==> config.mk <==
export PLATFORM = sky130hd
export DESIGN_NAME = voice_mix_scheduler_flat
export DESIGN_NICKNAME = d
export VERILOG_FILES = /design/src/rtl/voice_mix_scheduler_if.sv /design/src/rtl/voice_mix_scheduler.sv /design/src/flat_wrapper.sv
export SDC_FILE = /design/constraint.sdc
export NUM_CORES = 1
export LEC_CHECK = 0
export CAP_MARGIN = 10
export CELL_PAD_IN_SITES_DETAIL_PLACEMENT = 0
export CELL_PAD_IN_SITES_GLOBAL_PLACEMENT = 2
export CORE_AREA = 2 2 120 122
export DETAILED_ROUTE_END_ITERATION = 8
export DIE_AREA = 0 0 122 124
export PLACE_DENSITY_LB_ADDON = 0.25
export SYNTH_ARGS = -nofsm -noshare
export SYNTH_HDL_FRONTEND = slang
export SYNTH_SLANG_ARGS = --single-unit
==> constraint.sdc <==
create_clock -name clk -period 2.2 [get_ports clk]
set_input_delay 0.22 -clock clk [delete_from_list [all_inputs] [get_ports clk]]
set_output_delay 0.22 -clock clk [all_outputs]
set_load 0.005 [all_outputs]
==> src/rtl/voice_mix_scheduler_if.sv <==
// Oscillator-pipeline and mixed-sample handshake bundle for voice_mix_scheduler.
// master = scheduler side, slave = oscillator bank / I2S stage side.
interface voice_mix_scheduler_if #(
  parameter int N_VOICES     = 8,
  parameter int SAMPLE_WIDTH = 24
);
  localparam int VW = $clog2(N_VOICES);

  logic                           osc_issue;
  logic        [VW-1:0]           osc_voice;
  logic                           osc_valid;
  logic signed [SAMPLE_WIDTH-1:0] osc_sample;
  logic signed [SAMPLE_WIDTH-1:0] mix_data;
  logic                           mix_valid;
  logic                           mix_ready;

  modport master (
    output osc_issue, osc_voice, mix_data, mix_valid,
    input  osc_valid, osc_sample, mix_ready
  );

  modport slave (
    input  osc_issue, osc_voice, mix_data, mix_valid,
    output osc_valid, osc_sample, mix_ready
  );
endinterface

==> src/rtl/voice_mix_scheduler.sv <==
// Per-sample-period voice scheduler and mixer: issues every voice once, sums results, hands off.
// Optional build macro MIX_SATURATE_EN clamps the mix to the signed sample range instead of wrapping.
module voice_mix_scheduler #(
  parameter int N_VOICES     = 8,
  parameter int SAMPLE_WIDTH = 24,
  parameter int ACC_WIDTH    = SAMPLE_WIDTH + $clog2(N_VOICES)
) (
  input  logic                clk,
  input  logic                rst,
  input  logic                sample_tick_i,
  input  logic [N_VOICES-1:0] voice_enable_i,
  output logic                busy_o,
  output logic                overrun_o,
  voice_mix_scheduler_if.master bus
);
  localparam int VW = $clog2(N_VOICES);
  localparam int OW = $clog2(N_VOICES + 1);

  typedef enum logic [1:0] {IDLE, ISSUE, DRAIN, OUTPUT} state_t;

  state_t                          state_q;
  logic        [VW-1:0]            voice_q;
  logic                            issue_q;
  logic        [OW-1:0]            outstanding_q, outstanding_d;
  logic signed [ACC_WIDTH-1:0]     acc_q, acc_d;
  logic signed [SAMPLE_WIDTH-1:0]  mix_q, mix_d;
  logic                            mix_valid_q;
  logic                            busy_q;
  logic                            overrun_q;
  logic                            active_s;
  logic                            last_voice_s;
  logic        [VW-1:0]            next_voice_s;

`ifdef MIX_SATURATE_EN
  localparam logic signed [ACC_WIDTH-1:0] SAT_MAX =
    {{(ACC_WIDTH-SAMPLE_WIDTH+1){1'b0}}, {(SAMPLE_WIDTH-1){1'b1}}};
  localparam logic signed [ACC_WIDTH-1:0] SAT_MIN =
    {{(ACC_WIDTH-SAMPLE_WIDTH+1){1'b1}}, {(SAMPLE_WIDTH-1){1'b0}}};

  function automatic logic signed [SAMPLE_WIDTH-1:0] reduce_acc(input logic signed [ACC_WIDTH-1:0] a);
    if (a > SAT_MAX) begin
      return SAT_MAX[SAMPLE_WIDTH-1:0];
    end else if (a < SAT_MIN) begin
      return SAT_MIN[SAMPLE_WIDTH-1:0];
    end else begin
      return a[SAMPLE_WIDTH-1:0];
    end
  endfunction
`else
  function automatic logic signed [SAMPLE_WIDTH-1:0] reduce_acc(input logic signed [ACC_WIDTH-1:0] a);
    return a[SAMPLE_WIDTH-1:0];
  endfunction
`endif

  assign active_s     = (state_q == ISSUE) || (state_q == DRAIN);
  assign last_voice_s = (voice_q == VW'(N_VOICES - 1));
  assign next_voice_s = voice_q + VW'(1);
  assign mix_d        = reduce_acc(acc_q);

  // Results only count while a period is in flight; stragglers in IDLE/OUTPUT are dropped.
  always_comb begin
    outstanding_d = outstanding_q;
    acc_d         = acc_q;
    if (active_s) begin
      outstanding_d = outstanding_q + OW'(issue_q) - OW'(bus.osc_valid);
      if (bus.osc_valid) begin
        acc_d = acc_q + ACC_WIDTH'(bus.osc_sample);
      end else begin
        acc_d = acc_q;
      end
    end else begin
      outstanding_d = outstanding_q;
      acc_d         = acc_q;
    end
  end

  // Scheduler FSM; issue strobe/voice are computed one cycle ahead so they appear registered.
  always_ff @(posedge clk or posedge rst) begin
    if (rst) begin
      state_q       <= IDLE;
      voice_q       <= '0;
      issue_q       <= 1'b0;
      outstanding_q <= '0;
      acc_q         <= '0;
      mix_q         <= '0;
      mix_valid_q   <= 1'b0;
      busy_q        <= 1'b0;
      overrun_q     <= 1'b0;
    end else begin
      overrun_q     <= sample_tick_i && (state_q != IDLE);
      outstanding_q <= outstanding_d;
      acc_q         <= acc_d;
      case (state_q)
        IDLE: begin
          if (sample_tick_i) begin
            state_q       <= ISSUE;
            busy_q        <= 1'b1;
            voice_q       <= '0;
            issue_q       <= voice_enable_i[0];
            outstanding_q <= '0;
            acc_q         <= '0;
          end
        end
        ISSUE: begin
          if (last_voice_s) begin
            state_q <= DRAIN;
            voice_q <= '0;
            issue_q <= 1'b0;
          end else begin
            voice_q <= next_voice_s;
            issue_q <= voice_enable_i[next_voice_s];
          end
        end
        DRAIN: begin
          if ((outstanding_q == '0) && !bus.osc_valid) begin
            state_q     <= OUTPUT;
            mix_q       <= mix_d;
            mix_valid_q <= 1'b1;
          end
        end
        OUTPUT: begin
          if (bus.mix_ready) begin
            state_q     <= IDLE;
            busy_q      <= 1'b0;
            mix_valid_q <= 1'b0;
          end
        end
        default: begin
          state_q     <= IDLE;
          busy_q      <= 1'b0;
          issue_q     <= 1'b0;
          mix_valid_q <= 1'b0;
        end
      endcase
    end
  end

  assign bus.osc_issue = issue_q;
  assign bus.osc_voice = voice_q;
  assign bus.mix_data  = mix_q;
  assign bus.mix_valid = mix_valid_q;
  assign busy_o        = busy_q;
  assign overrun_o     = overrun_q;
endmodule

==> src/flat_wrapper.sv <==
// flat-port wrapper written by rule: the top's interface ports become plain ports
module voice_mix_scheduler_flat 
#(
  parameter int N_VOICES     = 8,
  parameter int SAMPLE_WIDTH = 24,
  parameter int ACC_WIDTH    = SAMPLE_WIDTH + $clog2(N_VOICES)
)
  (clk, rst, sample_tick_i, voice_enable_i, busy_o, overrun_o, bus_osc_issue, bus_osc_voice, bus_mix_data, bus_mix_valid, bus_osc_valid, bus_osc_sample, bus_mix_ready);
  voice_mix_scheduler_if #(.N_VOICES(N_VOICES), .SAMPLE_WIDTH(SAMPLE_WIDTH)) bus_i ();
  input  logic clk;
  input  logic rst;
  input  logic sample_tick_i;
  input  logic [N_VOICES-1:0] voice_enable_i;
  output logic busy_o;
  output logic overrun_o;
  output wire logic [$bits(bus_i.osc_issue)-1:0] bus_osc_issue;
  output wire logic [$bits(bus_i.osc_voice)-1:0] bus_osc_voice;
  output wire logic [$bits(bus_i.mix_data)-1:0] bus_mix_data;
  output wire logic [$bits(bus_i.mix_valid)-1:0] bus_mix_valid;
  input wire logic [$bits(bus_i.osc_valid)-1:0] bus_osc_valid;
  input wire logic [$bits(bus_i.osc_sample)-1:0] bus_osc_sample;
  input wire logic [$bits(bus_i.mix_ready)-1:0] bus_mix_ready;
  assign bus_osc_issue = bus_i.osc_issue;
  assign bus_osc_voice = bus_i.osc_voice;
  assign bus_mix_data = bus_i.mix_data;
  assign bus_mix_valid = bus_i.mix_valid;
  assign bus_i.osc_valid = bus_osc_valid;
  assign bus_i.osc_sample = bus_osc_sample;
  assign bus_i.mix_ready = bus_mix_ready;
  voice_mix_scheduler #(.N_VOICES(N_VOICES), .SAMPLE_WIDTH(SAMPLE_WIDTH), .ACC_WIDTH(ACC_WIDTH)) u_core (.clk(clk), .rst(rst), .sample_tick_i(sample_tick_i), .voice_enable_i(voice_enable_i), .busy_o(busy_o), .overrun_o(overrun_o), .bus(bus_i));
endmodule
==> results.toml, run 1 <==
[layout]
final_nets = 647
design_area_um2 = 5920
drive_gt1_frac = 0.261
nFillCells = 1351
syn_to_final_growth_pct = 46.4
antenna_cells = 0

[clocking]
cts_root_buf = "clkbuf_16"
cts_max_level = 3
cts-buffers-inserted = 9
cts_buffer_depth = 2
cts_tree = "yes"
path_clk_slew_ps = 50
clk_latency_ps = 340
cts.sinks = 61

[synthesis]
synth.avg_cell_area_um2 = 9.49
synth_edf_count = 0
yosys.cell_types.count = 63
synth_top_family_by_area = "compound AO/OA/AOI/OAI gates"
synth_warnings = 0
synthArstFlopShare = 1.00
synth-compound-area-share = 0.189
synth_xor_xnor_area_share = 0.0303
synth-simple-area-share = 0.156
synth_mux_area_frac = 0.0938
synth_area_um2 = 4040
synth_fa_ha_area_frac = 0.115
synth_seq_cells = 61
syn-instance-count = 426
syn_nets = 499
synth_seq_area_share = 0.378
synth-main-ff-cell = "dfrtp_1"

[power_and_ir_drop]
peakVddDrop_uv = 430
leakagePower_nw = 2.75
powerDensity_nw_per_um2 = 1350
power_mw = 8.01

[floorplanning]
initial_utilization = 0.295
io_pins = 68
fp.dieH_um = 124
die_area_um2 = 15100
placeableCoreArea_um2 = 13700
fp-row-count = 43
die_x_um = 122

[sta]
hold_viol_final = 0
fin_tns_setup_ps = 0
setup_violations = 0
clock.fmax_mhz = 477
period_needed_ps = 2090
slew_viol_final = 0
fin_crit_sh = 0.952
slew-limit-headroom = 0.660
rsz0062_at_grt = "yes"
worstMarginPinSlew_ps = 510
fin_skew_ps = 8.05

[outcome]
outcome = "finished clean"

[setup_path]
regToRegStartpoint = "u_core.acc_q[1]"
startpoint_type = "register"
rr_endpoint = "u_core.acc_q[23]"
cp.arrival_ps = 2370
timing.critical_path.fanout_max = 3
ff2ff_path_depth = 8
critPathCaptureType = "register"
r2r_slack_ps = 110
cp_data_required_time_ps = 2480
crit_type = "reg -> reg"

[drt]
avgRoutedWirePerCell_um = 15.1
via_per_inst = 4.85
routed_wl_um = 11500
vias = 3684
ant_nets = 0
dr.pass1.iters = 4
drt-initial-drc-count = 140
drcViolationCount = 0

[global_routing]
grt_pass1_wl_um = 18900
grt_pass1_vias = 3733
grt_max_degree = 26
antenna_found_initial = 0
grt-ovfl-total = 0
track_usage = 0.163

[place]
dp_hpwl_um = 8830
place_area_um2 = 5520
place_congestion = 0.835
numPortBuffers = 67

[min_path]
hold_class = "in -> async"

[run]
maxCapViolCount = 0
==> where the power goes <==
part	switching, mW	internal, mW	leakage (nW)
logic	2.22	2.50	1.83
clock network	0.518	0.824	0.134
registers	0.326	1.62	0.785
total	3.06	4.95	2.75
==> timing repair <==
item,in CTS,in global routing
gates resized for setup,1,22
hold buffers,0,0
pin swaps,0,7
endpoints found under the setup margin,3,15
setup buffers,0,2
==> placed cells by master, fill, tap and decap left out, types with 4 or more instances in the layout <==
cell type and count:
dfrtp_1 61, nand2_1 49, clkdlybuf4s50_1 66, mux2_2 23, a31oi_1 4, ha_1 32
o21ai_0 30, and3_1 4, inv_1 15, xor2_1 5, buf_4 84, nand3_1 7
xnor2_1 9, a21o_1 9, clkbuf_1 4, mux2i_1 6, nor2_1 25, nor3_1 10
a21oi_1 33, nand4_1 5, clkbuf_16 9, a21oi_2 4, and2_1 5
==> critical path: stages (launching register included) <==
cell	delay, ps
dfrtp_1	400
ha_1	310
a211oi_2	260
o211ai_1	150
a31oi_1	180
buf_4	160
a21o_1	190
mux2_4	320
nand3_2	60
==> cells in the mapped netlist (all sizes together) (2+ instances only) <==
cell type,count,share of area
and2,5,0.0077
and4,2,0.0043
inv,16,0.015
a21boi,2,0.0037
o31ai,3,0.0056
clkbuf,11,0.015
mux4,2,0.011
a22oi,2,0.0037
dfrtp,61,0.38
o211a,2,0.0050
a211oi,5,0.0093
a21o,9,0.017
nand3,8,0.011
nor2,25,0.023
xnor2,9,0.019
a22o,2,0.0043
nor4b,2,0.0043
mux2i,6,0.015
nor2b,4,0.0062
nand2,51,0.049
buf,6,0.0080
nand3b,2,0.0037
o21a,3,0.0056
nor3,13,0.017
mux2,24,0.068
a21oi,37,0.046
fa,2,0.0099
and3,4,0.0062
o221ai,2,0.0043
o211ai,3,0.0056
nand4,5,0.0077
ha,34,0.11
a31oi,4,0.0062
xor2,5,0.011
o21bai,2,0.0037
o21ai,33,0.041
==> state kept, by name, summed over array words and instances (netlist names) <==
| register | cells |
|---|---|
| u_core.acc_q | 24 |
| u_core.bus.mix_data | 24 |
| u_core.bus.osc_issue | 1 |
| u_core.bus.mix_valid | 1 |
| u_core.busy_o | 1 |
| u_core.outstanding_q | 4 |
| u_core.bus.osc_voice | 3 |
| u_core.overrun_o | 1 |
| u_core.state_q | 2 |
==> area by class of cell <==
type | count | area (um2) | area share
clock buffer | 15 | 268 | 0.0452
clock inverter | 1 | 5.00 | 0.000846
inverter | 16 | 60.1 | 0.0101
multi-input combinational | 332 | 2470 | 0.417
sequential | 61 | 1530 | 0.258
tap | 180 | 225 | 0.0381
timing repair buffer | 154 | 1360 | 0.230
==> per-layer routing <==
| metal | track usage | part of all wire |
|---|---|---|
| met5 | 0 | 0 |
| met4 | 0.0733 | 0.022 |
| met3 | 0.0293 | 0.034 |
| met2 | 0.265 | 0.47 |
| met1 | 0.211 | 0.47 |
==> how the worst max path moves through the flow <==
stage	from	endpoint	slack (ps)	cells past startpoint
floorplan	u_core.acc_q[0]	u_core.acc_q[18]	80	9
global placement	bus_osc_sample[0]	u_core.acc_q[18]	-360	10
detailed placement	bus_osc_sample[0]	u_core.acc_q[14]	-400	11
CTS	bus_osc_sample[0]	u_core.acc_q[20]	-9	11
global route	u_core.acc_q[0]	u_core.acc_q[14]	-20	10
finish	u_core.acc_q[1]	u_core.acc_q[23]	110	8
==> logic make-up (layout without fill, tap and decap cells) <==
group / after synthesis / in the layout
simple gates: 129 / 129
compound gates: 121 / 121
flops: 61 / 61
fa+ha+maj: 36 / 36
buf+inv: 33 / 186
mux: 32 / 32
xor+xnor: 14 / 14
==> per-stage QoR <==
| step | setup slack, ps | hold slack (ps) | cells | util |
|---|---|---|---|---|
| 6_report | 105 | 237 | 759 | 0.431 |
| 5_1_grt | -19.2 | 295 | 759 | 0.431 |
| 4_1_cts | -9.24 | 254 | 757 | 0.422 |
| 3_5_place_dp | -402 | 478 | 741 | 0.402 |
| 3_3_place_gp | -362 | 488 | 741 | 0.402 |
| 2_1_floorplan | 80.3 | 359 | 426 | - |
(Power assumes the default switching activity.)
==> run 2: changes to the inputs <==
- CORE_AREA: 2 2 120 122 -> 2 2 114 127
- DIE_AREA: 0 0 122 124 -> 0 0 116 129
==> run 2 against run 1 <==
  * Final cell count is 0.13% lower
  * Via count fell by 0.57%
  * Clock power about the same
  * Total power is 0.16% lower
  * Highest routed layer unchanged
==> results.toml, run 2 (synthesis results as in run 1) <==
[setup_path]
critPathCaptureType = "register"
cp.arrival_ps = 2440
startpoint_type = "register"
timing.critical_path.fanout_max = 4
crit_type = "reg -> reg"
cp_num_buf_inv = 2
cp_data_required_time_ps = 2490
crit_chain = "ha_4 > buf_6 > o211ai_1 > o211ai_1 > a31oi_1 > buf_4 > a21o_1 > mux2_4 > nand3_2"
crit_path_max_incr_delay_ps = 400
cpLargestDelayFamily = "compound AO/OA/AOI/OAI gates"
cp_slowest_cell = "dfrtp_1"
cp_common_cell = "o211ai_1"

[place]
numPortBuffers = 67
dp_hpwl_um = 8580
dp_cells = 737
place_congestion = 0.808

[layout]
layout_common_cells = "buf_4, clkdlybuf4s50_1, dfrtp_1"
final_util = 0.433
syn_to_final_growth_pct = 45.9
drive_gt1_frac = 0.256
final_nets = 639
nFillCells = 1403
antenna_cells = 0
stdcell_count = 758
final_common_cell = "buf_4"

[drt]
vias = 3663
avgRoutedWirePerCell_um = 15.1
routed_wl_um = 11500
drcViolationCount = 0
drt-initial-drc-count = 121
via_per_inst = 4.83
dr.pass1.iters = 4
ant_nets = 0

[floorplanning]
placeableCoreArea_um2 = 13600
io_pins = 68
die_area_um2 = 15000
initial_utilization = 0.297
fp-row-count = 45
fp.dieH_um = 129
die_x_um = 116

[power_and_ir_drop]
pwr-share-clk = 0.171
seq_power_share = 0.243
leakagePower_nw = 2.70
power.internal_mw = 4.93
powerDensity_nw_per_um2 = 1360
power_switching_mw = 3.07
sw_frac_of_total = 0.383
combPwrFrac = 0.586
peakVddDrop_uv = 532

[sta]
worstMarginPinSlew_ps = 467
setup_violations = 0
period_needed_ps = 2160
rsz0062_at_grt = "yes"
clock.fmax_mhz = 464
fin_crit_sh = 0.980
fin_skew_ps = 8.86
slew-limit-headroom = 0.685
slew_viol_final = 0
hold_viol_final = 0

[global_routing]
antenna_found_initial = 0
grt-ovfl-total = 0
grt_max_degree = 62
grt_pass1_vias = 3870
track_usage = 0.168
grt_pass1_wl_um = 19300

[clocking]
cts_buffer_depth = 2
clk_latency_ps = 350
cts_tree = "yes"
path_clk_slew_ps = 60
cts-buffers-inserted = 9
cts_max_level = 3
cts_root_buf = "clkbuf_16"
cts.sinks = 61
holdBufCountCts = 0

[outcome]
outcome = "finished clean"

[run]
maxCapViolCount = 0

[min_path]
hold_class = "in -> async"
run 2: repair_timing:
item                       4_1_cts  5_1_grt
setup endpoints to repair        9       15
gates resized for setup          6       20
setup buffers                    0        6
pin swaps                        2        6
run 2: power by group through the flow:
| stage | Sequential [mW] | Clock [mW] | Combinational [mW] |
|---|---|---|---|
| 2_1_floorplan | 1.91 | 0 | 2.60 |
| 3_3_place_gp | 1.96 | 0 | 4.47 |
| 3_5_place_dp | 1.97 | 0 | 4.50 |
| 4_1_cts | 1.95 | 1.40 | 4.56 |
| 5_1_grt | 2.02 | 1.45 | 5.25 |
| 6_report | 1.95 | 1.37 | 4.68 |
run 2: final timing paths:
path | from | end | slack, ps | cells past startpoint
max | u_core.acc_q[2] | u_core.acc_q[23] | 40 | 9
min | rst | u_core.bus.mix_data[21] | 260 | 3
max reg2reg | u_core.acc_q[2] | u_core.acc_q[23] | 40 | 9
min reg2reg | u_core.bus.mix_data[1] | u_core.bus.mix_data[1] | 490 | 2
max in group asynchronous | rst | u_core.bus.mix_data[10] | 1640 | 3
min in group clk | u_core.bus.mix_data[1] | u_core.bus.mix_data[1] | 490 | 2
run 2: final cells by class:
cell class                 count  area (um2)  share of cell area
tap                          188         235              0.0399
timing repair buffer         146        1310               0.221
clock buffer                  14         274              0.0465
multi-input combinational    332        2490               0.422
clock inverter                 1        5.00            0.000849
inverter                      16        60.1              0.0102
sequential                    61        1530               0.259
run 2: worst min-delay path, cell delays in order:
cell and delay, ps:
clkdlybuf4s50_1 410, inv_2 70, buf_12 300
run 2: metrics by stage:
stage / hold WS, ps / total power, mW / setup TNS [ps] / cell area (um2) / setup WS [ps]
floorplan: 359 / 4.51 / 0 / 4040 / 80.3
global placement: 471 / 6.43 / -3700 / 5440 / -315
detailed placement: 480 / 6.47 / -3920 / 5440 / -382
CTS: 278 / 7.91 / 0 / 5750 / 6.05
global route: 311 / 8.73 / -195 / 5900 / -138
finish: 259 / 8.00 / 0 / 5900 / 43.8
run 2: metal layers:
layer  up-vias  track usage  part of all wire
met4         0       0.0721             0.022
li1       1839            -                 -
met1      1760        0.220              0.46
met5         -            0                 0
met2        49        0.270              0.49
met3        15       0.0330             0.028
==> run 3: changes to the inputs <==
- SLEW_MARGIN: default -> 20
==> results of run 3 <==
Same layout as run 2: the final DEF is identical, and so are final timing and power.
